## src/rtl/sdram_arbiter.sv

```systemverilog
// Two-port SDRAM arbiter: video (read-only, fixed priority) and UART (read/write),
// one outstanding access, with an ack/data timeout. Optional UART starvation guard: SDRAM_ARB_STARVE_GUARD_EN.
module sdram_arbiter #(
  parameter int ADDR_W       = 25,
  parameter int DATA_W       = 16,
  parameter int ACK_TIMEOUT  = 255,
  parameter int STARVE_LIMIT = 64
) (
  input  logic              clk,
  input  logic              reset,
  input  logic              vid_req,
  input  logic [ADDR_W-1:0] vid_addr,
  output logic              vid_gnt,
  output logic [DATA_W-1:0] vid_rdata,
  output logic              vid_rvalid,
  input  logic              uart_req,
  input  logic              uart_we,
  input  logic [ADDR_W-1:0] uart_addr,
  input  logic [DATA_W-1:0] uart_wdata,
  output logic              uart_gnt,
  output logic [DATA_W-1:0] uart_rdata,
  output logic              uart_rvalid,
  output logic              uart_wdone,
  output logic [1:0]        mem_cmd,
  output logic [ADDR_W-1:0] mem_addr,
  output logic [DATA_W-1:0] mem_din,
  input  logic [DATA_W-1:0] mem_dout,
  input  logic [1:0]        mem_cmd_ack,
  input  logic              mem_rd_valid,
  input  logic              mem_wr_valid,
  output logic              timeout_err
);

  localparam int TW = $clog2(ACK_TIMEOUT + 1);
  localparam logic [TW-1:0] TMO_LAST = TW'(ACK_TIMEOUT - 1);

  typedef enum logic [1:0] {IDLE, ISSUE, WAIT_DONE} state_t;

  typedef struct packed {
    logic              vid;
    logic              we;
    logic [ADDR_W-1:0] addr;
    logic [DATA_W-1:0] wdata;
  } req_t;

  state_t        state, state_nxt;
  req_t          lat;
  logic [TW-1:0] tmr;
  logic          starved, pick_uart, any_req;
  logic          ack_hit, done_hit, tmo;

`ifdef SDRAM_ARB_STARVE_GUARD_EN
  localparam int SW = $clog2(STARVE_LIMIT + 1);
  localparam logic [SW-1:0] STARVE_MAX = SW'(STARVE_LIMIT);
  logic [SW-1:0] wait_cnt;

  always_ff @(posedge clk or negedge reset) begin
    if (!reset)                                 wait_cnt <= '0;
    else if (uart_gnt)                          wait_cnt <= '0;
    else if (uart_req && wait_cnt != STARVE_MAX) wait_cnt <= wait_cnt + 1'b1;
  end

  assign starved = (wait_cnt == STARVE_MAX);
`else
  assign starved = 1'b0;
`endif

  assign any_req   = vid_req | uart_req;
  assign pick_uart = uart_req & (~vid_req | starved);
  // Only the ack/valid that matches the latched direction counts.
  assign ack_hit   = lat.we ? mem_cmd_ack[0] : mem_cmd_ack[1];
  assign done_hit  = lat.we ? mem_wr_valid : mem_rd_valid;
  assign tmo       = (tmr == TMO_LAST);

  always_ff @(posedge clk or negedge reset) begin
    if (!reset) state <= IDLE;
    else        state <= state_nxt;
  end

  always_comb begin
    state_nxt = state;
    case (state)
      IDLE:      if (any_req) state_nxt = ISSUE;
      ISSUE:     if (ack_hit) state_nxt = WAIT_DONE;
                 else if (tmo) state_nxt = IDLE;
      WAIT_DONE: if (done_hit || tmo) state_nxt = IDLE;
      default:   state_nxt = IDLE;
    endcase
  end

  always_comb begin
    mem_cmd  = 2'b00;
    mem_addr = lat.addr;
    mem_din  = lat.wdata;
    if (state == ISSUE) mem_cmd = lat.we ? 2'b01 : 2'b10;
  end

  always_ff @(posedge clk or negedge reset) begin
    if (!reset) begin
      lat         <= '0;
      tmr         <= '0;
      vid_gnt     <= 1'b0;
      uart_gnt    <= 1'b0;
      vid_rvalid  <= 1'b0;
      uart_rvalid <= 1'b0;
      uart_wdone  <= 1'b0;
      vid_rdata   <= '0;
      uart_rdata  <= '0;
      timeout_err <= 1'b0;
    end else begin
      vid_gnt     <= (state == ISSUE) && ack_hit &&  lat.vid;
      uart_gnt    <= (state == ISSUE) && ack_hit && !lat.vid;
      vid_rvalid  <= 1'b0;
      uart_rvalid <= 1'b0;
      uart_wdone  <= 1'b0;

      if (state == IDLE && any_req) begin
        lat.vid   <= ~pick_uart;
        lat.we    <= pick_uart & uart_we;
        lat.addr  <= pick_uart ? uart_addr : vid_addr;
        lat.wdata <= pick_uart ? uart_wdata : '0;
      end

      // Timer restarts on every state change and only advances while busy.
      if (state != state_nxt || state == IDLE) tmr <= '0;
      else                                     tmr <= tmr + 1'b1;

      if (state == WAIT_DONE && done_hit) begin
        if (lat.we)       uart_wdone <= 1'b1;
        else if (lat.vid) begin vid_rvalid  <= 1'b1; vid_rdata  <= mem_dout; end
        else              begin uart_rvalid <= 1'b1; uart_rdata <= mem_dout; end
      end

      if (((state == ISSUE) && !ack_hit && tmo) ||
          ((state == WAIT_DONE) && !done_hit && tmo))
        timeout_err <= 1'b1;
    end
  end

endmodule

```

## config.mk

```make
export PLATFORM = sky130hd
export DESIGN_NAME = sdram_arbiter
export DESIGN_NICKNAME = d
export VERILOG_FILES = /design/src/rtl/sdram_arbiter.sv
export SDC_FILE = /design/constraint.sdc
export NUM_CORES = 1
export LEC_CHECK = 0
export BUFFER_PORTS_ARGS = -buffer_cell sky130_fd_sc_hd__buf_2
export CORE_ASPECT_RATIO = 1.5
export CORE_MARGIN = 2
export CORE_UTILIZATION = 52
export CTS_CLUSTER_SIZE = 24
export DETAILED_ROUTE_END_ITERATION = 16
export PLACE_DENSITY = 0.86
export RECOVER_POWER = 100
export SYNTH_ARGS = -nofsm -noshare
export SYNTH_HDL_FRONTEND = slang
export SYNTH_SLANG_ARGS = --single-unit
```

## constraint.sdc

```tcl
create_clock -name clk -period 2.95 [get_ports clk]
set_clock_uncertainty 0.2 [all_clocks]
set_input_delay 0.4425 -clock clk [delete_from_list [all_inputs] [get_ports clk]]
set_output_delay 0.4425 -clock clk [all_outputs]
set_load 0.01 [all_outputs]
```

# Word-level counts from Yosys, hierarchy flattened
# Cells that the tools add are included.
[totals] reg_bits=91 latchBits=0 mem_bits_rw=0 romBits=0 output_inout_bits=81 memories=0
[classes] add_sub_neg=1 multipliers=0 n_div=0 n_lt_le_gt_ge=0 n_eq_ne=4 shifts=0 n_mux=20 bitwise_logic=7 n_reduce_logical=18
[ops] cell="25-bit two-way mux" count=1
[ops] cell="16-bit two-way mux" count=1
[ops] cell="2-bit two-way mux" count=6
[ops] cell="1-bit two-way mux" count=10
[ops] cell="1-bit logical AND" count=9
[ops] cell="8-bit by 1-bit adder with 8-bit output (second input constant)" count=1
[ops] cell="8-bit == test (second input constant)" count=1
[ops] cell="8-bit two-way mux" count=1
[ops] cell="2-bit case mux with 3 select lines" count=1
[ops] cell="3-bit AND reduction" count=2
[ops] cell="1-bit inverter" count=4
[ops] cell="1-bit logical NOT" count=3
[ops] cell="1-bit logical OR" count=3
[ops] cell="1-bit AND" count=2
[ops] cell="2-bit by 1-bit == test with 1-bit output (second input constant)" count=1
[ops] cell="2-bit == test (second input constant)" count=1
[ops] cell="2-bit logical NOT" count=1
[ops] cell="2-bit != test" count=1
[ops] cell="1-bit OR" count=1

# Longest topological paths before layout
[logic_depth] word_depth=7 mapped_depth=5 mapped_depth_nobuf=5

# Least setup slack after synthesis
# Ideal clock, no wire load.
[synth_path] path_kind="reg-to-reg" startpoint="register lat[41] in the netlist's numbering" endpoint="register vid_rdata[10]" setup_time_ns=0.125 t_arrival_ns=1.510 required_time_ns=2.625 setup_slack_ns=1.115 path_stages_with_launch=6 n_path_buf=2 cell_sequence="dfrtp_1 -> nand2b_4 -> or3_1 -> buf_4 -> buf_6 -> mux2_4"
[synth_between] elab_chain_cells=3 word_cells_on_any_way=4 classes_between="1 x mux; 1 x bitwise; 2 x reduce/logical"
[synth_lines] element="start: declaration" line_no="47" rtl="req_t lat;"
[synth_lines] element="1-bit two-way mux" line_no="72" rtl="assign done_hit = lat.we ? mem_wr_valid : mem_rd_valid;"
[synth_lines] element="1-bit logical AND" line_no="128" rtl="if (state == WAIT_DONE && done_hit) begin"
[synth_lines] element="3-bit AND reduction (no line) *"
[synth_lines] element="end signal: assignment" line_no="107" rtl="vid_rdata <= '0;"
[synth_lines] element="end signal: assignment" line_no="130" rtl="else if (lat.vid) begin vid_rvalid <= 1'b1; vid_rdata <= mem_dout; end"
[synth_lines] element="end: declaration" line_no="14" rtl="output logic [DATA_W-1:0] vid_rdata,"
# Mark *: on every way between the ends. The rest lies on a longest branch, timed or not.
# A chain may end at the register's enable or synchronous reset.

# Worst setup path in the final report
[layout_path] startpoint="register lat[41] in the netlist's numbering" endpoint="register uart_rdata[10]"
[layout_between] elab_chain_cells=3 word_cells_on_any_way=4 classes_between="1 x mux; 1 x bitwise; 2 x reduce/logical"
[layout_lines] element="1-bit two-way mux" line_no="72"
[layout_lines] element="1-bit logical AND" line_no="128"
[layout_lines] element="3-bit AND reduction (no line) *"
[layout_lines] element="end signal: assignment" line_no="108" rtl="uart_rdata <= '0;"
[layout_lines] element="end signal: assignment" line_no="131" rtl="else begin uart_rvalid <= 1'b1; uart_rdata <= mem_dout; end"
[layout_lines] element="end: declaration" line_no="21" rtl="output logic [DATA_W-1:0] uart_rdata,"
# Marks and branches as above.

==> flow_results.org <==
** Global route
- The first global-routing pass estimated 14,400 um of wire.
- Initial antenna violation count :: 0
- Global route overflow :: 0
- The number of global-route vias before repair is about 2,900.
- In the global route stage, overall resource usage came out at 21.4%.
- Pin count of the biggest net entering global routing :: 50

** Job
- Number of max-cap violations :: 0

** Synthesis
- The synthesized design contains 0 enable-type register cells.
- Most frequent cells after synthesis :: dfrtp_1 (91), mux2_2 (68), buf_4 (42)
- For this run, the leading register cell type out of synthesis is dfrtp_1.
- Mapped Nets :: 393
- Fraction of post-synthesis cell area in the top cell type by area :: 55.2%
- Number of distinct library cells after synthesis :: 35
- Summing every instance area after synthesis gives 4130 um^2.
- For this run, the number of Yosys warnings is 0.
- Share of the yosys chip area belonging to registers :: 55.2%
- Library cell with the highest instance count after synthesis :: dfrtp_1
- The synthesized design contains slightly above 90 register bits.
- Avg Inst Size Synth :: between 10 and 15 um^2
- Of all flip-flops after synthesis, the portion carrying an async set or reset was 100%.
- The biggest area contributor in the post-synthesis netlist is dfrtp_1.
- Number of cells produced by synthesis :: 300
- Ranking of synthesized cells by area :: dfrtp_1 (55%), mux2_2 (19%), buf_4 (7.6%), a22o_1 (3.6%), mux2_4 (3.3%)

** Routing
- In this run the remaining antenna-violating nets after routing total 0.
- In the routed layout, each cell is associated on average with a via count of 5.13.
- The first TritonRoute pass finished after 4 iterations.
- Post-Route WL :: between 8000 and 9000 um
- In the final routed layout, each cell accounts on average for 16.4 um.
- The routed layout has between 2,000 and 3,000 vias.
- Remaining DRCs :: 0
- For this block, the initial DRC count from the detailed router was between 100 and 150.

** STA
- Final setup violation count :: 0
- In the final timing run, aggregate negative setup slack is 0 ns.
- Minimum clock period after layout :: around 2.3 ns
- In the finished design, the share of the clock period the worst path needs comes to 79.5%.
- Setup slack on the critical path of the routed design comes to 0.604 ns.
- Timing would allow up to around 430 MHz.
- Worst rel slew slack :: 19.1%
- Final hold viol count :: 0
- Worst Max-Slew Pin Slew :: 1.21 ns
- Number of pins with negative max-slew slack in the final report :: 0
- Setup repair after global routing missed its margin :: no

** Cells and area
- The area growth from synthesis to layout is 20.2%.
- Ratio of cells with drive above 1 in the final layout :: 41.1%
- Non-filler cells, final :: roughly 540
- Antenna diodes :: 0
- Filler cell count in the final layout :: 644
- Cells fill 64.8% of the core in the end.
- In the final design database the tool counted 528 nets.

** Die
- Starting utilization of the core area :: 53.9%
- The die covers 8680 um^2.
- Measured along the x axis, the die boundary spans 76.7 um.
- Chip height :: 113 um
- 172 I/O pins were placed.
- After floorplanning, the core was sized to cover ~7700 um^2.
- Std cell rows :: 39

** Power
- The analysis attributes to cell leakage a power of 0.00230 uW.
- Switch share :: about 34%
- Logic gate share of total power :: 33.8%
- Of the total power, the clock network draws 23.1%.
- Peak ir drop on the vdd network :: between 0.6 and 0.7 mV
- P per Cell Area :: 973 nW/um^2
- In this run the power spent charging and discharging nets is 1640 uW.
- Internal Power :: 3190 uW
- Sequential cells burn 43.2% of the power.

** CTS
- Total of hold buffers inserted after clock tree synthesis :: 1
- The number of gates resized after CTS was 0.
- The clock passes through at most 2 buffers.
- CTS built an H-tree with a depth of 3.
- Number of buffers created by CTS :: 9
- Buffers inserted by post-CTS timing repair :: 0
- Clock network latency to the later pin of the worst-skew pair :: about 0.33 ns
- For this design, the sink count on the clock tree is between 90 and 100.
- Clock-pin slew was measured on the worst setup and hold paths at ~0.060 ns.
- TritonCTS built the clock tree.
- Library cell used as clock root buffer :: clkbuf_16

** Setup path
- Measured in cells, the most critical reg-to-reg path has a length of 4.
- Among all stages on the critical path, the largest delay is contributed by clkbuf_1.
- On the critical path the largest part of the delay comes from simple AND/OR/NAND/NOR gates.
- At the worst endpoint, the required time is 2.97 ns.
- In this run the worst path has a maximum fanout of 10.
- The worst setup path is launched from a flip-flop.
- The critical path crosses 4 cells after its start point.
- Worst R2R End :: uart_rdata[10]$_DFFE_PN0P_
- Register-to-register setup slack :: between 0.6 and 0.7 ns
- On the worst path, the slowest cell contributes a delay of between 0.4 and 0.5 ns.
- STA classifies the critical path endpoint as a flip-flop.
- The critical path starts at lat[41]$_DFFE_PN0P_.
- At the worst endpoint, the arrival time is around 2.4 ns.
- The signal on the critical path passes through nand2b_1 -> nor3_4 -> clkbuf_1 -> mux2_2.
- WP buf/inv :: 1
- Critical path class :: flip-flop to flip-flop
- CP Capture Point :: uart_rdata[10]$_DFFE_PN0P_
- The startpoint identified for the worst register-to-register timing path is lat[41]$_DFFE_PN0P_.

** Place
- The HPWL after detailed placement is 6670 um.
- Dpl ws :: 0.785 ns
- Count of input and output buffers :: 171
- At the end of routability-driven placement, the weighted congestion stood at 0.819.
- # placed instances :: between 500 and 600

** Run status
- Run status :: completed

** Hold path
- The tightest min-delay check is of the input port to flip-flop type.
==> registers in the layout, summed over array words and instances (netlist names) <==
| name | cells |
|---|---|
| vid_rdata | 16 |
| uart_wdone | 1 |
| mem_addr | 25 |
| vid_gnt | 1 |
| uart_rvalid | 1 |
| state | 2 |
| uart_gnt | 1 |
| uart_rdata | 16 |
| timeout_err | 1 |
| tmr | 8 |
| vid_rvalid | 1 |
| lat | 2 |
| mem_din | 16 |
==> cell usage in the layout (no fill, tap or decap), types with 6 or more instances in the layout <==
master and instances:
clkbuf_1 82, clkbuf_16 9, buf_2 90, mux2_1 14, mux2_2 68, dfrtp_1 91
a22o_1 17, nor3_1 6
==> worst reg2reg max path: cells and delay by family (launching register included) <==
kind	cells	cell delay (ns)
buf+inv	1	0.47
flops	1	0.43
simple gates	2	0.71
mux	1	0.40
==> power by group through the flow <==
stage / combinational (uW) / clock, uW / sequential [uW]
after global placement: 1790 / 0 / 2060
after CTS: 1860 / 1150 / 2070
after floorplan: 1340 / 0 / 2140
after global routing: 1770 / 1190 / 2150
final: 1630 / 1110 / 2080
after detailed placement: 1850 / 0 / 2100
==> cell type report <==
cell class,count,area [um^2],area share [%]
well taps,102,128,2.57
clock inverters,2,17.5,0.353
repair buffers,177,810,16.3
inverters,4,15.0,0.303
flip-flops and latches,91,2280,45.9
multi-input cells,152,1430,28.8
clock buffers,14,284,5.72
==> per-layer routing <==
metal / up-vias / GRT usage [%] / wire length [um]
li1: 1292 / - / -
met1: 1378 / 23.7 / 3280
met2: 91 / 38.7 / 4930
met3: 17 / 4.70 / 430
met4: 0 / 10.1 / 228
met5: - / 0 / 0
==> per-stage QoR <==
| stage | hold WS [ns] | total power, uW | area (um^2) |
|---|---|---|---|
| after floorplan | -0.0531 | 3490 | 4130 |
| after global placement | 0.265 | 3850 | 4800 |
| after detailed placement | 0.277 | 3950 | 4800 |
| after CTS | 0.110 | 5080 | 5110 |
| after global routing | 0.116 | 5120 | 4960 |
| final | 0.122 | 4830 | 4960 |
==> cells by family after synthesis <==
| logic type | after synthesis | synth area share (%) |
|---|---|---|
| xor gates and xnor gates | 3 | 0.637 |
| adders and majority gates | 2 | 0.606 |
| DFF | 91 | 55.2 |
| muxes | 83 | 23.4 |
| and+or+nand+nor | 35 | 5.30 |
| AOI/OAI and AO/OA | 29 | 5.43 |
| buffers and inverters | 57 | 9.43 |
==> worst min-delay path by stage <==
stage	cells after the start	end	slack (ns)	startpoint
final	2	mem_din[8]$_DFFE_PN0P_	0.12	uart_wdata[8]
after global routing	2	mem_din[8]$_DFFE_PN0P_	0.12	uart_wdata[8]
after CTS	2	mem_din[8]$_DFFE_PN0P_	0.11	uart_wdata[8]
after detailed placement	1	timeout_err$_DFFE_PN0P_	0.28	timeout_err$_DFFE_PN0P_
after global placement	1	timeout_err$_DFFE_PN0P_	0.26	timeout_err$_DFFE_PN0P_
after floorplan	0	lat[41]$_DFFE_PN0P_	-0.05	reset
No activity file was read; power rests on OpenSTA's default activity.
